File: config.mk
export PLATFORM = sky130hd
export DESIGN_NAME = perif_bus_arbiter
export DESIGN_NICKNAME = d
export VERILOG_FILES = /design/src/rtl/pck_bus.sv /design/src/rtl/perif_bus_arbiter.sv
export SDC_FILE = /design/constraint.sdc
export NUM_CORES = 1
export LEC_CHECK = 0
export BUFFER_PORTS_ARGS = -buffer_cell sky130_fd_sc_hd__buf_4
export CAP_MARGIN = 40
export CELL_PAD_IN_SITES_DETAIL_PLACEMENT = 1
export CELL_PAD_IN_SITES_GLOBAL_PLACEMENT = 2
export CORE_UTILIZATION = 10
export DETAILED_ROUTE_END_ITERATION = 10
export PLACE_DENSITY_LB_ADDON = 0.1
export SLEW_MARGIN = 20
export SYNTH_ARGS = -nofsm -noshare
export SYNTH_HDL_FRONTEND = slang
export SYNTH_SLANG_ARGS = --single-unit
File: constraint.sdc
create_clock -name i_clk -period 3.2 [get_ports i_clk]
set_input_delay 0.16 -clock i_clk [delete_from_list [all_inputs] [get_ports i_clk]]
set_output_delay 0.16 -clock i_clk [all_outputs]
set_load 0.02 [all_outputs]
File: src/rtl/pck_bus.sv
// Shared definitions for the peripheral bus arbiter: FSM state encoding and
// timeout counter width.
package pck_bus;

  typedef enum logic [1:0] {
    ST_IDLE   = 2'd0,
    ST_GRANT0 = 2'd1,
    ST_GRANT1 = 2'd2
  } arb_state_t;

  localparam int unsigned TMO_W = 8;

endpackage

File: src/rtl/perif_bus_arbiter.sv
// Two-requester round-robin arbiter in front of one peripheral slave port.
// Optional grant timeout enabled by defining PERIF_ARB_TIMEOUT_EN.
module perif_bus_arbiter
  import pck_bus::*;
#(
  parameter int unsigned p_timeout = 255
) (
  input  logic        i_clk,
  input  logic        i_rst_n,
  input  logic [9:2]  i_m0_addr,
  input  logic [3:0]  i_m0_be,
  input  logic        i_m0_wr_en,
  input  logic        i_m0_rd_en,
  input  logic [31:0] i_m0_wr_data,
  output logic [31:0] o_m0_rd_data,
  output logic        o_m0_busy,
  output logic        o_m0_ack,
  input  logic [9:2]  i_m1_addr,
  input  logic [3:0]  i_m1_be,
  input  logic        i_m1_wr_en,
  input  logic        i_m1_rd_en,
  input  logic [31:0] i_m1_wr_data,
  output logic [31:0] o_m1_rd_data,
  output logic        o_m1_busy,
  output logic        o_m1_ack,
`ifdef PERIF_ARB_TIMEOUT_EN
  output logic        o_m0_err,
  output logic        o_m1_err,
`endif
  output logic [9:2]  o_s_addr,
  output logic [3:0]  o_s_be,
  output logic        o_s_wr_en,
  output logic [31:0] o_s_wr_data,
  output logic        o_s_rd_en,
  input  logic [31:0] i_s_rd_data,
  input  logic        i_s_busy,
  input  logic        i_s_ack
);

  arb_state_t state_q, state_d;
  logic       ptr_q, ptr_d;      // last served requester
  logic       owner_q, owner_d;  // last granted requester, steers read data
  logic       req0, req1, gnt0, gnt1, to_hit, done;

  assign req0 = i_m0_wr_en | i_m0_rd_en;
  assign req1 = i_m1_wr_en | i_m1_rd_en;
  assign gnt0 = (state_q == ST_GRANT0);
  assign gnt1 = (state_q == ST_GRANT1);
  // A timeout closes the transfer exactly like a slave ack.
  assign done = (gnt0 | gnt1) & (i_s_ack | to_hit);

`ifdef PERIF_ARB_TIMEOUT_EN
  localparam logic [TMO_W-1:0] TMO_LAST = TMO_W'(p_timeout - 1);
  logic [TMO_W-1:0] cnt_q, cnt_d;

  assign to_hit = (gnt0 | gnt1) & ~i_s_ack & (cnt_q == TMO_LAST);

  // Grant-cycle counter: cleared whenever a (re)grant starts.
  always_comb begin
    cnt_d = cnt_q;
    if (state_d == ST_IDLE || state_d != state_q || done) cnt_d = '0;
    else if (!i_s_ack) cnt_d = cnt_q + 1'b1;
  end

  // Timeout counter register.
  always_ff @(posedge i_clk or negedge i_rst_n) begin
    if (!i_rst_n) cnt_q <= '0;
    else          cnt_q <= cnt_d;
  end

  assign o_m0_err = gnt0 & to_hit;
  assign o_m1_err = gnt1 & to_hit;
`else
  logic cfg_unused;
  assign cfg_unused = ^(TMO_W'(p_timeout));
  assign to_hit     = 1'b0;
`endif

  // Next-state, round-robin pointer and owner tracking.
  always_comb begin
    state_d = state_q;
    ptr_d   = ptr_q;
    owner_d = owner_q;
    case (state_q)
      ST_IDLE: begin
        if (req0 && req1) state_d = ptr_q ? ST_GRANT0 : ST_GRANT1;
        else if (req0)    state_d = ST_GRANT0;
        else if (req1)    state_d = ST_GRANT1;
      end
      ST_GRANT0: begin
        if (done) begin
          ptr_d = 1'b0;
          if (req1)      state_d = ST_GRANT1;
          else if (req0) state_d = ST_GRANT0;
          else           state_d = ST_IDLE;
        end else if (!req0) begin
          state_d = ST_IDLE;
        end
      end
      ST_GRANT1: begin
        if (done) begin
          ptr_d = 1'b1;
          if (req0)      state_d = ST_GRANT0;
          else if (req1) state_d = ST_GRANT1;
          else           state_d = ST_IDLE;
        end else if (!req1) begin
          state_d = ST_IDLE;
        end
      end
      default: state_d = ST_IDLE;
    endcase
    if (state_d == ST_GRANT0) owner_d = 1'b0;
    if (state_d == ST_GRANT1) owner_d = 1'b1;
  end

  // State, pointer and owner registers.
  always_ff @(posedge i_clk or negedge i_rst_n) begin
    if (!i_rst_n) begin
      state_q <= ST_IDLE;
      ptr_q   <= 1'b1;
      owner_q <= 1'b0;
    end else begin
      state_q <= state_d;
      ptr_q   <= ptr_d;
      owner_q <= owner_d;
    end
  end

  // Slave port mux and requester responses, all combinational on the grant.
  always_comb begin
    o_s_addr    = '0;
    o_s_be      = '0;
    o_s_wr_data = '0;
    o_s_wr_en   = 1'b0;
    o_s_rd_en   = 1'b0;
    if (gnt0) begin
      o_s_addr    = i_m0_addr;
      o_s_be      = i_m0_be;
      o_s_wr_data = i_m0_wr_data;
      o_s_wr_en   = i_m0_wr_en & ~to_hit;
      o_s_rd_en   = i_m0_rd_en & ~to_hit;
    end else if (gnt1) begin
      o_s_addr    = i_m1_addr;
      o_s_be      = i_m1_be;
      o_s_wr_data = i_m1_wr_data;
      o_s_wr_en   = i_m1_wr_en & ~to_hit;
      o_s_rd_en   = i_m1_rd_en & ~to_hit;
    end
    o_m0_ack     = gnt0 & (i_s_ack | to_hit);
    o_m1_ack     = gnt1 & (i_s_ack | to_hit);
    o_m0_busy    = i_rst_n & (gnt0 ? i_s_busy : req0);
    o_m1_busy    = i_rst_n & (gnt1 ? i_s_busy : req1);
    o_m0_rd_data = (!owner_q && !(gnt0 && to_hit)) ? i_s_rd_data : '0;
    o_m1_rd_data = ( owner_q && !(gnt1 && to_hit)) ? i_s_rd_data : '0;
  end

endmodule

---- Word-level counts from Yosys, hierarchy flattened ----
Index checks and enable logic that the tools add are counted.
storage, ports and cells
  logic and storage cells ................. 54
  register bits after elaboration ......... 4
  memory bits (writable) .................. 0
  bits in latches ......................... 0
  ROM bits ................................ 0
  memories ................................ 0
cells by class
  equality and inequality tests ........... 6
  $lt $le $gt $ge ......................... 0
  bitwise operators ....................... 8
  shift-type cells ........................ 0
  add/sub/neg operators ................... 0
  multipliers ............................. 0
  reduce and logical (&&, ||, !) cells .... 5
  muxes and demuxes ....................... 32
  div/mod/pow operators ................... 0
operators by type and width
  kind                count
  $mux 32             4
  $mux 2              11
  $mux 8              2
  $mux 1              11
  $mux 4              2
  $pmux 2 s3          1
  $and 1x1->1         5
  $eq 2x1->1 const B  2
  $eq 2x2->1 const B  2
  $ne 2x1->1 const B  2
  $reduce_bool 2->1   2
  $or 1x1->1          3
  $reduce_and 3->1    1
  $logic_not 2->1     1
  $pmux 1 s2          1
  $logic_and 1x1->1   1

---- Logic depth before layout (Yosys ltp) ----
Gate-level depths: netlist (run 1).
  word-level depth ........................ 8
  depth in mapped cells ................... 9
  gate-level depth less buffers ........... 8

---- Least setup slack after synthesis (run 1) ----
OpenSTA, ideal clock, no wires.
  kind .................................... register -> register
  start point ............................. reg state_q[0]
  end point ............................... reg owner_q
  slack ................................... 0.864 ns
  data arrival time ....................... 2.211 ns
  library setup time ...................... 0.125 ns
  buffers on the path ..................... 1
  data required time ...................... 3.075 ns
  cell stages (with the launch flop) ...... 10
  clock period less this slack ............ 2.336 ns
  cells stage by stage .................... dfrtp_1 inv_1 ha_1 and2_4 buf_6 mux2_4 a221oi_2 o32a_2 ha_1 mux2_2
between the ends
  word-level cells in the longest chain between the ends .. 7
  elaborated cells on any way between the ends .. 17
  those cells by class .................... eq/ne: 4; mux: 9; bitwise: 2; reduce/logical: 2
ends and longest elaborated chain
  what                                         line                                                                       source
  from (decl)                                  perif_bus_arbiter.sv:40                                                    arb_state_t state_q, state_d;
  from (signal assigned)                       perif_bus_arbiter.sv:123                                                   state_q <= state_d;
  $eq 2x1->1 or $eq 2x2->1 (tied branches)     perif_bus_arbiter.sv:47, perif_bus_arbiter.sv:84, perif_bus_arbiter.sv:48
  $or 1x1->1                                   perif_bus_arbiter.sv:50                                                    assign done = (gnt0 | gnt1) & (i_s_ack | to_hit);
  $and 1x1->1                                  perif_bus_arbiter.sv:50
  $mux 2 (on tied branches)                    perif_bus_arbiter.sv:101, perif_bus_arbiter.sv:91
  $pmux 2 s3 *                                 perif_bus_arbiter.sv:84                                                    case (state_q)
  $eq 2x2->1 or $eq 2x1->1 (tied branches)     perif_bus_arbiter.sv:113, perif_bus_arbiter.sv:112
  $mux 1 or $reduce_bool 2->1 (tied branches)  --
  to (signal assigned)                         perif_bus_arbiter.sv:125                                                   owner_q <= owner_d;
  to (decl)                                    perif_bus_arbiter.sv:42                                                    logic owner_q, owner_d;
Every way passes the cells marked *; elsewhere a longest branch is shown, timed or not.
A chain may end at the register's enable or synchronous reset.

---- Worst setup path in the final report (run 1) ----
  start point ............................. reg state_q[1]
  end point ............................... out o_s_wr_data[31]
between the ends
  word-level cells in the longest chain between the ends .. 3
  elaborated cells on any way between the ends .. 4
  those cells by class .................... eq/ne: 2; mux: 2
ends and longest elaborated chain
  what        line                      source
  $eq 2x2->1  perif_bus_arbiter.sv:48   assign gnt1 = (state_q == ST_GRANT1);
  $mux 32     perif_bus_arbiter.sv:142  end else if (gnt1) begin
  $mux 32 *   perif_bus_arbiter.sv:136  if (gnt0) begin
  to (decl)   perif_bus_arbiter.sv:33   output logic [31:0] o_s_wr_data,
Marks and branches as above.

==> impl_metrics.json, run 1 <==
{
  "core_sq_um": 14100,
  "worstSetupEndpointType": "output pin",
  "syn_to_final_growth_pct": 140,
  "tritoncts": "built",
  "cts_setup_buffers": 0,
  "first_pass_iters": 4,
  "ys_ff_latch": 4,
  "antenna_cells": 0,
  "min_to": "ptr_q",
  "fin_crit_sh": 0.784,
  "p_leak_nw": 1.77,
  "drtAntennaViolNets": 0,
  "crit_chain": "inv_1 -> ha_2 -> buf_4 -> nor2_1 -> a22o_1 -> buf_4",
  "max_freq_ghz": 0.399,
  "avgSynthCellArea_sq_um": 5.52,
  "hold_viol": 0,
  "slowest_delay_ns": 0.59,
  "max_cap_violations": 0,
  "synthAdderAreaFrac": 0.0428,
  "num_vias": 2609,
  "startpoint": "state_q[1]",
  "synth_compound_area_frac": 0.233,
  "fin_skew_ns": 0.00239,
  "synth_cell_types": 28,
  "yosys.area_share.simple": 0.555,
  "grt.total_usage": 0.112,
  "synthXorXnorAreaFrac": 0,
  "fin_ws_ns": 0.691,
  "rsz0062_at_grt": "false",
  "synth_warnings": 0,
  "cp_top_family": "buffers and inverters",
  "path_clk_slew_ns": 0.03,
  "drt-met1-wl_um": 3180,
  "io_pins": 242,
  "required_ns": 3.04,
  "rows": 43,
  "fin_tns_setup_ns": 0,
  "dpl.hpwl_um": 7830,
  "synth_cells": 265,
  "drcViolationCount": 0,
  "placed_cell_area_sq_um": 3430,
  "final-max-slew-violation-count": 0,
  "layout-drive-gt1-share": 0.520,
  "die_h_um": 123,
  "finalWirelength_um": 9140,
  "gp_routability_congestion": 0.756,
  "wl_met2_um": 4820,
  "synth_top_family_by_area": "simple AND/OR/NAND/NOR gates",
  "yosysSeqAreaShare": 0.0693,
  "crit_buf_inv": 3,
  "wl_met3_um": 1130,
  "clock_latency_ns": 0.22,
  "clkSinkCount": 4,
  "initial_core_util": 0.104,
  "htreeDepth": 1,
  "critPathMaxFanout": 74,
  "layout_min_cycle_time_ns": 2.51,
  "drt-initial-drc-count": 85,
  "ctsRootBufferMaster": "clkbuf_16",
  "syn-num-nets": 398,
  "cts-buffers-inserted": 3,
  "grt_pass1_vias": 2614,
  "grt_max_degree": 75,
  "wire_per_inst_um": 13.6,
  "holdCritPathClass": "in -> reg",
  "min-delay-start": "i_s_ack",
  "r2r-end": "owner_q",
  "hold_buffers": 1,
  "antenna_found_initial": 0,
  "preCtsSetupSlack_ns": 0.809,
  "grt_pass1_wl_um": 13300,
  "mostFrequentLayoutCells": "buf_4, nand2_1, o21ai_0",
  "cts_resized": 0,
  "reg2reg_depth": 8,
  "fin_area_sq_um": 3510,
  "final_common_cell": "buf_4",
  "cp-start-kind": "flop",
  "worst_pin_slew_ns": 0.633,
  "power_density_nw_per_um2": 745,
  "die_x_um": 123,
  "cpMostUsedCell": "buf_4",
  "r2r_start": "state_q[0]",
  "post-place-cells": 665,
  "rrSetupSlack_ns": 0.81,
  "finalSetupViolations": 0,
  "highest_layer": "met4",
  "port_buffers": 241,
  "ir_drop_uv": 225,
  "arrival_ns": 2.35,
  "die_area_sq_um": 15100,
  "overflow": 0,
  "final_nets": 624,
  "synth_area_sq_um": 1460,
  "fin_cells": 670,
  "worstSetupPathType": "reg -> out",
  "clock_path_buffers": 2,
  "hold_depth": 3,
  "cpMaxStageDelayCell": "buf_4",
  "muxShareOfSynthArea": 0.0248,
  "vias_per_cell": 3.89,
  "status": "finished, final reports clean",
  "slew_headroom": 0.578
}
report_power, final:
group | switching [mW] | internal [mW] | leakage [nW]
Clock | 0.0342 | 0.164 | 0.0382
Sequential | 0.0519 | 0.0797 | 0.0486
Combinational | 1.33 | 0.955 | 1.68
Total | 1.42 | 1.20 | 1.77
synthesized netlist by cell type, drive strengths merged:
master,number,share of area
nand2,88,0.23
o21ai,47,0.16
and2,37,0.16
nor2b,33,0.14
clkbuf,18,0.046
buf,6,0.021
ha,5,0.043
nor2,5,0.013
a22o,3,0.018
dfrtp,3,0.051
inv,3,0.0077
mux2,2,0.018
nand2b,2,0.0086
nor3,2,0.0068
o32ai,2,0.012
a21oi,1,0.0034
a221oi,1,0.010
a22oi,1,0.0051
a2bb2oi,1,0.0060
a31oi,1,0.0043
dfstp,1,0.018
mux2i,1,0.0068
o21a,1,0.0051
o32a,1,0.0077
cell families after synthesis:
group | after synthesis
fa+ha+maj | 5
mux | 3
compound gates | 59
buf+inv | 27
flops | 4
simple gates | 167
metrics by stage:
step / power (mW) / util / hold slack (ns)
global route: 2.85 / 0.249 / 0.285
detailed placement: 2.46 / 0.243 / -0.0334
global placement: 2.47 / 0.243 / -0.0323
floorplan: 1.45 / - / -0.136
CTS: 2.67 / 0.249 / 0.270
finish: 2.62 / 0.249 / 0.267
flip-flops by register name (all words and copies together) (netlist names):
name,count
owner_q,1
ptr_q,1
state_q,2
worst register-to-register path, cell delays in order (launching register included):
cell and delay [ns]:
dfrtp_1 0.42, inv_1 0.09, ha_1 0.32, and2_4 0.20
mux2_4 0.20, a221oi_2 0.06, o32a_2 0.38, ha_1 0.28
mux2_2 0.32
area by class of cell:
class | instances | area, sq um
well taps | 180 | 225
inverters | 3 | 11.3
multi-input cells | 234 | 1260
fillers | 1786 | 10600
repair buffers | 245 | 1840
flip-flops and latches | 4 | 101
clock buffers | 4 | 78.8
routing by layer:
| layer | up-vias | GRT usage |
|---|---|---|
| li1 | 1300 | - |
| met5 | - | 0 |
| met2 | 144 | 0.225 |
| met3 | 2 | 0.0406 |
| met1 | 1163 | 0.112 |
| met4 | 0 | 0.0137 |
worst max path at each step:
stage                      endpoint  slack [ns]  depth (start not counted)
floorplan                   owner_q        0.86                          9
global placement            owner_q        0.84                          8
detailed placement          owner_q        0.81                          8
CTS                 o_s_wr_data[31]        0.64                          6
global route              o_s_be[3]        0.41                          6
finish              o_s_wr_data[31]        0.69                          6
Note: power is estimated with default switching activity, not from simulation.
==> run 2: changes to the inputs <==
Clock period 3.2 ns to 2.1 ns, I/O delays scaled along.
==> impl_metrics.json, run 2 (synthesis results as in run 1) <==
{
  "layout_min_cycle_time_ns": 2.18,
  "max_freq_ghz": 0.459,
  "die_area_sq_um": 15100,
  "ctsRootBufferMaster": "clkbuf_16",
  "layout-drive-gt1-share": 0.546,
  "fin_crit_sh": 1.04,
  "top_usage_layer": "met2",
  "grt_use_met2": 0.226,
  "critPathMaxFanout": 3,
  "first_pass_iters": 4,
  "top_register": "state_q",
  "status": "complete, but fails checks",
  "clock_latency_ns": 0.22,
  "finalSetupViolations": 1,
  "path_clk_slew_ns": 0.03,
  "grt_pass1_vias": 2567,
  "cp-start-kind": "flop",
  "die_h_um": 123,
  "multiInputGateArea_sq_um": 1320,
  "gp_routability_congestion": 0.708,
  "globalRouteMet3Util": 0.0323,
  "dpl.hpwl_um": 7660,
  "worst_pin_slew_ns": 0.521,
  "worstSetupPathType": "reg -> reg",
  "use_met1": 0.108,
  "wire_per_inst_um": 13.8,
  "hold_viol": 0,
  "p_leak_nw": 1.86,
  "syn_to_final_growth_pct": 155,
  "antenna_found_initial": 0,
  "finalWirelength_um": 9410,
  "register_area_sq_um": 101,
  "cp_top_family": "multiplexers",
  "fillers": 1757,
  "drtAntennaViolNets": 0,
  "max_cap_violations": 0,
  "final-max-slew-violation-count": 0,
  "io_pins": 242,
  "worstSetupEndpointType": "flop",
  "fin_total_pwr_mw": 4.44,
  "cpMostUsedCell": "ha_4",
  "power_density_nw_per_um2": 1190,
  "grt.total_usage": 0.109,
  "slowest_delay_ns": 0.35,
  "largestRegisters": "state_q: 2 flops, owner_q: 1 flops, ptr_q: 1 flops",
  "core_sq_um": 14100,
  "grt_max_degree": 66,
  "arrival_ns": 2.28,
  "failed_checks": "negative setup slack",
  "htreeDepth": 1,
  "drt-initial-drc-count": 47,
  "die_x_um": 123,
  "overflow": 0,
  "rsz0062_at_grt": "true",
  "antenna_cells": 0,
  "clkSinkCount": 4,
  "port_buffers": 241,
  "largest_reg_flops": 2,
  "num_vias": 2623,
  "rows": 43,
  "initial_core_util": 0.104,
  "fin_tns_setup_ns": -0.0775,
  "fin_skew_ns": 0.000479,
  "final_common_cell": "buf_4",
  "ir_drop_uv": 339,
  "holdCritPathClass": "in -> reg",
  "vias_per_cell": 3.83,
  "fin_ws_ns": -0.0775,
  "cts-buffers-inserted": 3,
  "crit_buf_inv": 1,
  "slew_headroom": 0.653,
  "holdWs_ns": 0.172,
  "mostFrequentLayoutCells": "buf_4, nand2_1, o21ai_0",
  "cpMaxStageDelayCell": "dfrtp_1",
  "crit_chain": "inv_2 -> ha_4 -> and2_4 -> mux2_4 -> a221oi_4 -> o32a_4 -> ha_4 -> mux2_2",
  "clock_path_buffers": 2,
  "tritoncts": "built",
  "final_nets": 638,
  "grt_pass1_wl_um": 13000,
  "required_ns": 2.20,
  "drcViolationCount": 0
}
## run 2: cell types whose count changed in the layout (fill, tap and decap cells not counted), moves of 2 or more
cell	change
buf_12	+2
buf_4	+10
ha_1	-2
ha_4	+3
inv_1	-2
inv_2	+2
## run 2: worst min-delay path, cell delays in order
cell and delay, ns:
buf_4 0.10, nand2b_1 0.10, a31oi_1 0.08
## run 2: what timing repair did
item | in CTS | in global routing
endpoints found under the hold margin | 4 | 0
gates resized for setup | 2 | 9
setup buffers | 1 | 0
gates cloned | 0 | 1
setup endpoints to repair | 4 | 6
pin swaps | 4 | 3
hold buffers | 1 | 0
## run 2: area by class of cell
cell class | count | area share
timing repair buffer | 259 | 0.534
multi-input combinational | 234 | 0.355
tap | 180 | 0.0603
sequential | 4 | 0.0271
clock buffer | 4 | 0.0211
inverter | 3 | 0.00302
## run 2: worst paths after layout
check,startpoint,endpoint,slack (ns),cells after the start
min in group asynchronous,i_rst_n,state_q[1],0.24,2
worst max-delay path,state_q[0],owner_q,-0.08,8
worst min register to register,ptr_q,ptr_q,0.56,2
worst min-delay path,i_s_ack,ptr_q,0.17,3
worst max register to register,state_q[0],owner_q,-0.08,8
max in group asynchronous,i_rst_n,ptr_q,1.66,2
## run 2: layer usage
layer  routed length (um)  vias up
li1                     -     1328
met1                 3320     1188
met2                 5320      107
met3                  775        0
met4                    0        0
met5                    0        -
## run 2: through the flow
stage          worst slack [ns]  area, sq um  utilization  instances
2_1_floorplan            -0.181         1480            -        265
3_3_place_gp            -0.0736         3540        0.251        677
3_5_place_dp            -0.0878         3540        0.251        677
4_1_cts                 -0.0885         3650        0.259        683
5_1_grt                  -0.159         3730        0.265        684
6_report                -0.0775         3730        0.265        684
## run 2: where the power goes
part / internal (mW) / switching (mW)
Sequential: 0.122 / 0.0211
Combinational: 1.77 / 2.22
Clock: 0.251 / 0.0552
